`src/rtl/ram_arbiter_pkg.sv`:
```
// Shared definitions for the two-port RAM arbiter.
//   state_t : arbiter FSM state encoding
//   ADDR_W  : RAM word address width
//   DATA_W  : RAM data width
package ram_arbiter_pkg;

  localparam int unsigned ADDR_W = 3;
  localparam int unsigned DATA_W = 8;

  typedef enum logic [1:0] {
    IDLE   = 2'd0,
    ACCESS = 2'd1,
    DONE   = 2'd2
  } state_t;

endpackage

```
`src/rtl/ram_arbiter_rr_arb2.sv`:
```
// Two-input round-robin winner selection (combinational).
//   req0, req1  : pending requests
//   last_grant  : index of the most recently granted requester
//   grant_valid : at least one request is pending
//   grant_idx   : index of the winning requester
module rr_arb2
  import ram_arbiter_pkg::*;
(
  input  logic req0,
  input  logic req1,
  input  logic last_grant,
  output logic grant_valid,
  output logic grant_idx
);

  always_comb begin
    grant_valid = req0 | req1;
    // On contention the port that did not win last time goes next;
    // otherwise the sole requester wins.
    if (req0 && req1) begin
      grant_idx = ~last_grant;
    end else begin
      grant_idx = req1;
    end
  end

endmodule

```
`src/rtl/ram_arbiter.sv`:
```
// Arbitrates two requesters onto one external single-port RAM.
// Each transaction takes IDLE -> ACCESS -> DONE (3 cycles).
//   clk, clr            : clock, synchronous active-high reset
//   req*/we*/addr*/wdata*: per-port request, write enable, address, data
//   ack*                : one-cycle completion pulse (in DONE)
//   rdata*              : per-port read data, held until next ack
//   ram_rw/ram_addr/ram_data_in : RAM controls, driven in ACCESS
//   ram_data_out        : combinational RAM read data
//   busy                : FSM not in IDLE
//   last_grant          : most recently granted requester
module ram_arbiter
  import ram_arbiter_pkg::*;
#(
  parameter int unsigned N_WORDS = 8
) (
  input  logic              clk,
  input  logic              clr,
  input  logic              req0,
  input  logic              req1,
  input  logic              we0,
  input  logic              we1,
  input  logic [ADDR_W-1:0] addr0,
  input  logic [ADDR_W-1:0] addr1,
  input  logic [DATA_W-1:0] wdata0,
  input  logic [DATA_W-1:0] wdata1,
  output logic              ack0,
  output logic              ack1,
  output logic [DATA_W-1:0] rdata0,
  output logic [DATA_W-1:0] rdata1,
  output logic              ram_rw,
  output logic [ADDR_W-1:0] ram_addr,
  output logic [DATA_W-1:0] ram_data_in,
  input  logic [DATA_W-1:0] ram_data_out,
  output logic              busy,
  output logic              last_grant
);

  // The address width is fixed, so the word count must fill it exactly.
  if (N_WORDS != (1 << ADDR_W)) begin : g_bad_size
    $error("ram_arbiter: N_WORDS must equal 2**ADDR_W");
  end

  state_t state, state_nxt;
  logic   grant_valid, grant_idx;
  logic   lat_we, lat_port;

  rr_arb2 u_arb (
    .req0        (req0),
    .req1        (req1),
    .last_grant  (last_grant),
    .grant_valid (grant_valid),
    .grant_idx   (grant_idx)
  );

  always_comb begin
    state_nxt = state;
    unique case (state)
      IDLE:    if (grant_valid) state_nxt = ACCESS;
      ACCESS:  state_nxt = DONE;
      DONE:    state_nxt = IDLE;
      default: state_nxt = IDLE;
    endcase
  end

  // ram_addr/ram_data_in double as the latched address and write data:
  // loaded on the grant edge so they are valid throughout ACCESS and
  // simply hold afterwards.
  always_ff @(posedge clk) begin
    if (clr) begin
      state       <= IDLE;
      last_grant  <= 1'b1;
      lat_we      <= 1'b0;
      lat_port    <= 1'b0;
      rdata0      <= '0;
      rdata1      <= '0;
      ram_addr    <= '0;
      ram_data_in <= '0;
    end else begin
      state <= state_nxt;
      if (state == IDLE && grant_valid) begin
        last_grant  <= grant_idx;
        lat_port    <= grant_idx;
        lat_we      <= grant_idx ? we1 : we0;
        ram_addr    <= grant_idx ? addr1 : addr0;
        ram_data_in <= grant_idx ? wdata1 : wdata0;
      end
      if (state == ACCESS && !lat_we) begin
        if (lat_port) rdata1 <= ram_data_out;
        else          rdata0 <= ram_data_out;
      end
    end
  end

  always_comb begin
    ram_rw = (state == ACCESS) && lat_we;
    ack0   = (state == DONE) && !lat_port;
    ack1   = (state == DONE) && lat_port;
    busy   = (state != IDLE);
  end

endmodule

```
`config.mk`:
```
export PLATFORM = sky130hd
export DESIGN_NAME = ram_arbiter
export DESIGN_NICKNAME = d
export VERILOG_FILES = /design/src/rtl/ram_arbiter_pkg.sv /design/src/rtl/ram_arbiter_rr_arb2.sv /design/src/rtl/ram_arbiter.sv
export SDC_FILE = /design/constraint.sdc
export NUM_CORES = 1
export LEC_CHECK = 0
export CAP_MARGIN = 20
export CORE_ASPECT_RATIO = 0.75
export CORE_MARGIN = 1.5
export CORE_UTILIZATION = 25
export DETAILED_ROUTE_END_ITERATION = 6
export PLACE_DENSITY = 0.64
export SLEW_MARGIN = 40
export SYNTH_ARGS = -nofsm -noshare
export SYNTH_HDL_FRONTEND = slang
export SYNTH_SLANG_ARGS = --single-unit
```
`constraint.sdc`:
```
create_clock -name clk -period 2.07 [get_ports clk]
set_input_delay 0.5175 -clock clk [delete_from_list [all_inputs] [get_ports clk]]
set_output_delay 0.5175 -clock clk [all_outputs]
set_load 0.01 [all_outputs]
```
==> impl_metrics.yaml, run 1 <==
outcome:
  status: "completed"
clock_tree:
  cts.sinks: 32
  h-tree-depth: 2
  holdBufCountCts: 0
  cts_tree: "done"
  clock-root-buffer: "clkbuf_8"
  insertion_delay_ns: 0.28
  path_clk_slew_ns: 0.07
  numCtsBuffers: 5
  post_cts_buffers: 0
  cts_buffer_depth: 2
placement:
  dp.cells: 289
  gpl.final_weighted_congestion: 0.687
  port_buffers: 67
  dpl.hpwl_microns: 2660
route:
  drc: 0
  ant_nets: 0
  viasPerCell: 4.44
  finalWirelength_microns: 3580
  first_pass_iters: 4
  wl_per_cell_microns: 12.1
  dr.first_iter.drc_count: 38
  via_count: 1319
floorplan:
  fp.dieArea_sq_mm: 0.00606
  dieHeight_microns: 67.8
  rows: 23
  core_sq_mm: 0.00538
  die_x_microns: 89.4
  start_util_pct: 26.0
  ios: 68
layout:
  fin_cells: 297
  final_common_cell: "clkdlybuf4s50_1"
  fillers: 543
  drive_above_1_share_pct: 14.0
  seq_area_sq_um: 646
  multiInputGateArea_sq_um: 697
  final_nets: 257
  area_growth_pct: 63.0
  layout_common_cells: "clkdlybuf4s50_1 (67), nand2_1 (42), dfxtp_1 (30)"
  num_antenna_cells: 0
setup_path:
  crit_type: "reg2out"
  required_ns: 1.55
  reg2reg_to: "rdata1[6]"
  end_kind: "output pin"
  arrival_ns: 1.45
  rr_worst_depth: 3
  cp_max_fo: 6
  r2r-start: "lat_port"
  cp-start-kind: "flip-flop"
  regToRegSetupSlack_ns: 0.64
global_route:
  antenna_found_initial: 0
  overflow: 0
  grt_max_degree: 18
  grt_pass1_vias: 1196
  grt.total_usage_pct: 12.4
  grt_pass1_wl_microns: 5570
yosys:
  synth_fp_nets: 187
  synthesis.area_sq_mm: 0.00140
  synth_warnings: 0
  synth_cells: 151
  synth_cell_type_count: 25
  synth-seq-area-share_pct: 45.8
  synth.avg_cell_area_sq_um: 9.27
  ys_ff_latch: 32
pwr:
  vdd_drop_max_uv: 248
  p_leak_uw: 0.000819
  p_per_area_mw_per_mm2: 752
job:
  maxCapViolations: 0
hold_path:
  hold_depth: 2
  hp-class: "reg2reg"
  hold_start: "rdata0[0]"
  min_to: "rdata0[0]"
sta:
  fmaxAchievable_mhz: 509
  final.setup.tns_ns: 0
  setup_violations: 0
  worst_pin_slew_ns: 0.509
  skew_ns: 0.0110
  min_period_over_period_pct: 94.9
  period_needed_ns: 1.96
  drv_slew: 0
  hold_viol: 0
  rsz0062_at_grt: "false"
  relSlewSlack_pct: 66.1
-- worst max-delay path, cell delays in order, from the launching register on --
cell and delay [ns]:
dfxtp_1 0.45, and3b_1 0.19, clkdlybuf4s50_1 0.52
-- flip-flops by register name, summed over array words and instances, names as in the netlist --
name,cells
ram_data_in,8
state,2
lat_we,1
rdata1,8
lat_port,1
ram_addr,3
last_grant,1
rdata0,8
-- worst max-delay path by stage --
stage / startpoint / endpoint / cells after the start
finish: lat_port / ack1 / 2
global route: state[1] / ack0 / 2
CTS: state[1] / ack0 / 2
detailed placement: req0 / ram_data_in[6] / 4
global placement: req0 / ram_data_in[1] / 4
floorplan: state[1] / ack0 / 1
-- metal layers --
layer  part of all wire [%]  vias to the layer above  GRT usage [%]
met5                      0                        -              0
met4                   0.84                        0           5.19
met3                    4.4                        5           3.62
met2                     46                       38           18.9
met1                     49                      610           16.4
li1                       -                      666              -
-- logic make-up (layout without fill, tap and decap cells) --
logic type             count (synthesis)  count (layout)  synth area share (%)
AO/OA/AOI/OAI                         37              37                  22.1
buffers and inverters                 11              82                  4.47
flip-flops                            32              32                  45.8
multiplexers                           8               8                  5.72
AND/OR/NAND/NOR                       63              63                  22.0
-- power breakdown --
group,switching [uW],internal (uW)
logic,159,209
clock network,227,425
registers,35.6,662
-- Yosys cell counts --
library cell | instances | area (sq um)
nor3_1 | 1 | 5.00
nand2_1 | 42 | 158
nor2b_1 | 1 | 6.26
inv_2 | 1 | 3.75
nor2_4 | 1 | 11.3
a21boi_2 | 1 | 11.3
buf_2 | 5 | 25.0
nor3b_2 | 1 | 12.5
nor2_1 | 10 | 37.5
o21ai_1 | 1 | 5.00
mux2i_1 | 8 | 80.1
clkbuf_1 | 3 | 11.3
and4bb_1 | 1 | 12.5
nor4b_4 | 1 | 23.8
a221o_1 | 1 | 10.0
or2_1 | 1 | 6.26
dfxtp_1 | 32 | 641
a21oi_1 | 21 | 105
buf_6 | 2 | 22.5
a311oi_1 | 2 | 17.5
a21bo_1 | 1 | 10.0
a311oi_2 | 10 | 150
and3b_1 | 2 | 17.5
or4b_1 | 1 | 10.0
nor3b_1 | 1 | 7.51
-- area by class of cell --
type | instances | share of cell area (%)
Clock buffer | 7 | 4.22
Clock inverter | 1 | 1.32
Inverter | 1 | 0.164
Multi-Input combinational cell | 108 | 30.5
Sequential cell | 32 | 28.3
Tap cell | 75 | 4.11
Timing Repair Buffer | 73 | 31.4
-- stage by stage --
step           cell area [sq um]  setup WS [ns]  util, %  hold WS, ns  power, uW
3_5_place_dp                2150         0.0890     40.0        0.449       1080
4_1_cts                     2280         0.0533     42.3        0.458       1740
6_report                    2280          0.105     42.4        0.455       1720
2_1_floorplan               1400          0.714        -        0.481        888
3_3_place_gp                2150          0.141     40.0        0.443       1080
5_1_grt                     2280       0.000125     42.4        0.467       1810
-- repair_timing --
| action | CTS | global route |
|---|---|---|
| cloned | 0 | 0 |
| pin swaps | 0 | 0 |
| resized for setup | 1 | 2 |
| endpoints found under the setup margin | 1 | 3 |
Power figures use the tool's default switching activity.
==> inputs of run 2 (changes only) <==
--- a/config.mk
+++ b/config.mk
@@ -11,7 +11,7 @@
 export CORE_UTILIZATION = 25
 export DETAILED_ROUTE_END_ITERATION = 6
 export PLACE_DENSITY = 0.64
-export SLEW_MARGIN = 40
+export SLEW_MARGIN = 20
 export SYNTH_ARGS = -nofsm -noshare
 export SYNTH_HDL_FRONTEND = slang
 export SYNTH_SLANG_ARGS = --single-unit
==> results of run 2 <==
Final layout, timing and power as in run 1 (identical DEF).
==> inputs of run 3 (changes only) <==
--- a/config.mk
+++ b/config.mk
@@ -9,8 +9,8 @@
 export CORE_ASPECT_RATIO = 0.75
 export CORE_MARGIN = 1.5
 export CORE_UTILIZATION = 25
+export CTS_CLUSTER_DIAMETER = 100
 export DETAILED_ROUTE_END_ITERATION = 6
-export PLACE_DENSITY = 0.64
 export SLEW_MARGIN = 20
 export SYNTH_ARGS = -nofsm -noshare
 export SYNTH_HDL_FRONTEND = slang
==> run 3 against run 2 <==
Compared with the run above:
- die area unchanged
- utilization down 0.16 points
- fmax is 0.80% lower
- global-route usage is 1.6 points higher
- hold slack hardly changed
- sequential share of layout area increased by 0.16 points
==> impl_metrics.yaml, run 3 (synthesis results as in run 1) <==
route:
  wl_per_cell_microns: 13.8
  viasPerCell: 4.46
  first_pass_iters: 4
  drc: 0
  via_count: 1325
  finalWirelength_microns: 4090
  ant_nets: 0
  dr.first_iter.drc_count: 28
clock_tree:
  insertion_delay_ns: 0.28
  path_clk_slew_ns: 0.06
  h-tree-depth: 2
  cts_tree: "done"
  post_cts_buffers: 0
  clock-root-buffer: "clkbuf_8"
  cts_buffer_depth: 2
  cts.sinks: 32
  numCtsBuffers: 5
  holdBufCountCts: 0
global_route:
  grt_pass1_wl_microns: 6270
  grt_max_degree: 21
  antenna_found_initial: 0
  overflow: 0
  grt.total_usage_pct: 14.0
  grt_pass1_vias: 1271
job:
  maxCapViolations: 0
floorplan:
  rows: 23
  ios: 68
  core_sq_mm: 0.00538
  fp.dieArea_sq_mm: 0.00606
  die_x_microns: 89.4
  start_util_pct: 26.0
  dieHeight_microns: 67.8
setup_path:
  r2r-start: "lat_port"
  crit_start: "state[1]"
  slowest_delay_ns: 0.58
  reg2reg_to: "rdata0[0]"
  arrival_ns: 1.46
  crit_family: "buffers and inverters"
  cp_max_fo: 8
  end_kind: "output pin"
  crit_buf_inv: 1
  critPathSlowestCell: "clkdlybuf4s50_1"
  cp-endpoint: "ack0"
  crit_type: "reg2out"
  required_ns: 1.55
  regToRegSetupSlack_ns: 0.66
  cp.depth: 2
  cp-start-kind: "flip-flop"
  rr_worst_depth: 3
  crit_chain: "nor3b_1, clkdlybuf4s50_1"
layout:
  seq_area_sq_um: 647
  final_common_cell: "clkdlybuf4s50_1"
  fillers: 558
  reg_top3: "ram_data_in (8), rdata0 (8), rdata1 (8)"
  area_growth_pct: 62.4
  drive_above_1_share_pct: 14.4
  layout_common_cells: "clkdlybuf4s50_1 (67), nand2_1 (42), dfxtp_1 (29)"
  final_util_pct: 42.2
  final_nets: 258
  num_antenna_cells: 0
  multiInputGateArea_sq_um: 697
sta:
  skew_ns: 0.00407
  worst_pin_slew_ns: 0.511
  fmaxAchievable_mhz: 505
  drv_slew: 0
  rsz0062_at_grt: "false"
  relSlewSlack_pct: 65.8
  final.setup.tns_ns: 0
  min_period_over_period_pct: 95.7
  period_needed_ns: 1.98
  setup_violations: 0
  hold_viol: 0
pwr:
  p_leak_uw: 0.000814
  switching_share_pct: 26.3
  p_per_area_mw_per_mm2: 701
  pwr-share-comb_pct: 24.0
  p_switching_uw: 419
  vdd_drop_max_uv: 243
  internal_power_uw: 1170
  pwr-share-clk_pct: 32.0
  seqPwrFrac_pct: 44.0
outcome:
  status: "completed"
placement:
  gpl.final_weighted_congestion: 0.655
  dpl.hpwl_microns: 2980
  port_buffers: 67
hold_path:
  hp-class: "reg2reg"
## run 3: cell type report
class / count / share of cell area, %
Clock buffer: 7 / 4.24
Inverter: 1 / 0.165
Multi-Input combinational cell: 108 / 30.7
Sequential cell: 32 / 28.5
Tap cell: 75 / 4.13
Timing Repair Buffer: 74 / 32.4
## run 3: timing repair
item | CTS | global route
setup endpoints to repair | 2 | 3
gates resized for setup | 1 | 3
cloned | 0 | 0
## run 3: per-layer routing
metal / share of wire (%) / track usage (%) / wire length (microns)
met4: 1.4 / 6.15 / 56
met5: 0 / 0 / 0
met3: 4.1 / 3.14 / 168
met2: 47 / 21.2 / 1910
met1: 48 / 18.9 / 1960
## run 3: worst min path at each step
stage / slack [ns] / start / depth (start not counted) / to
floorplan: 0.48 / rdata0[0] / 2 / rdata0[0]
global placement: 0.44 / rdata0[7] / 2 / rdata0[7]
detailed placement: 0.45 / rdata0[7] / 2 / rdata0[7]
CTS: 0.46 / rdata0[7] / 2 / rdata0[7]
global route: 0.48 / rdata0[6] / 2 / rdata0[6]
finish: 0.45 / rdata0[4] / 2 / rdata0[4]
## run 3: per-stage QoR
stage / hold slack, ns / worst slack, ns / power, uW / cell area, sq um / instances
2_1_floorplan: 0.481 / 0.714 / 888 / 1400 / 151
3_3_place_gp: 0.444 / 0.259 / 1090 / 2170 / 290
3_5_place_dp: 0.446 / 0.207 / 1100 / 2170 / 290
4_1_cts: 0.455 / 0.0462 / 1610 / 2270 / 297
5_1_grt: 0.477 / 0.0454 / 1680 / 2270 / 297
6_report: 0.455 / 0.0894 / 1590 / 2270 / 297
## run 3: power by group through the flow
stage | Combinational (uW) | Clock (uW) | Sequential (uW)
finish | 382 | 510 | 701
CTS | 386 | 527 | 701
detailed placement | 386 | 0 | 714
global placement | 380 | 0 | 712
global route | 415 | 554 | 707
floorplan | 163 | 0 | 725
## run 3: worst min-delay path, stage by stage (launching register included)
cell and delay (ns):
dfxtp_1 0.31, nand2_1 0.05, a21oi_1 0.05
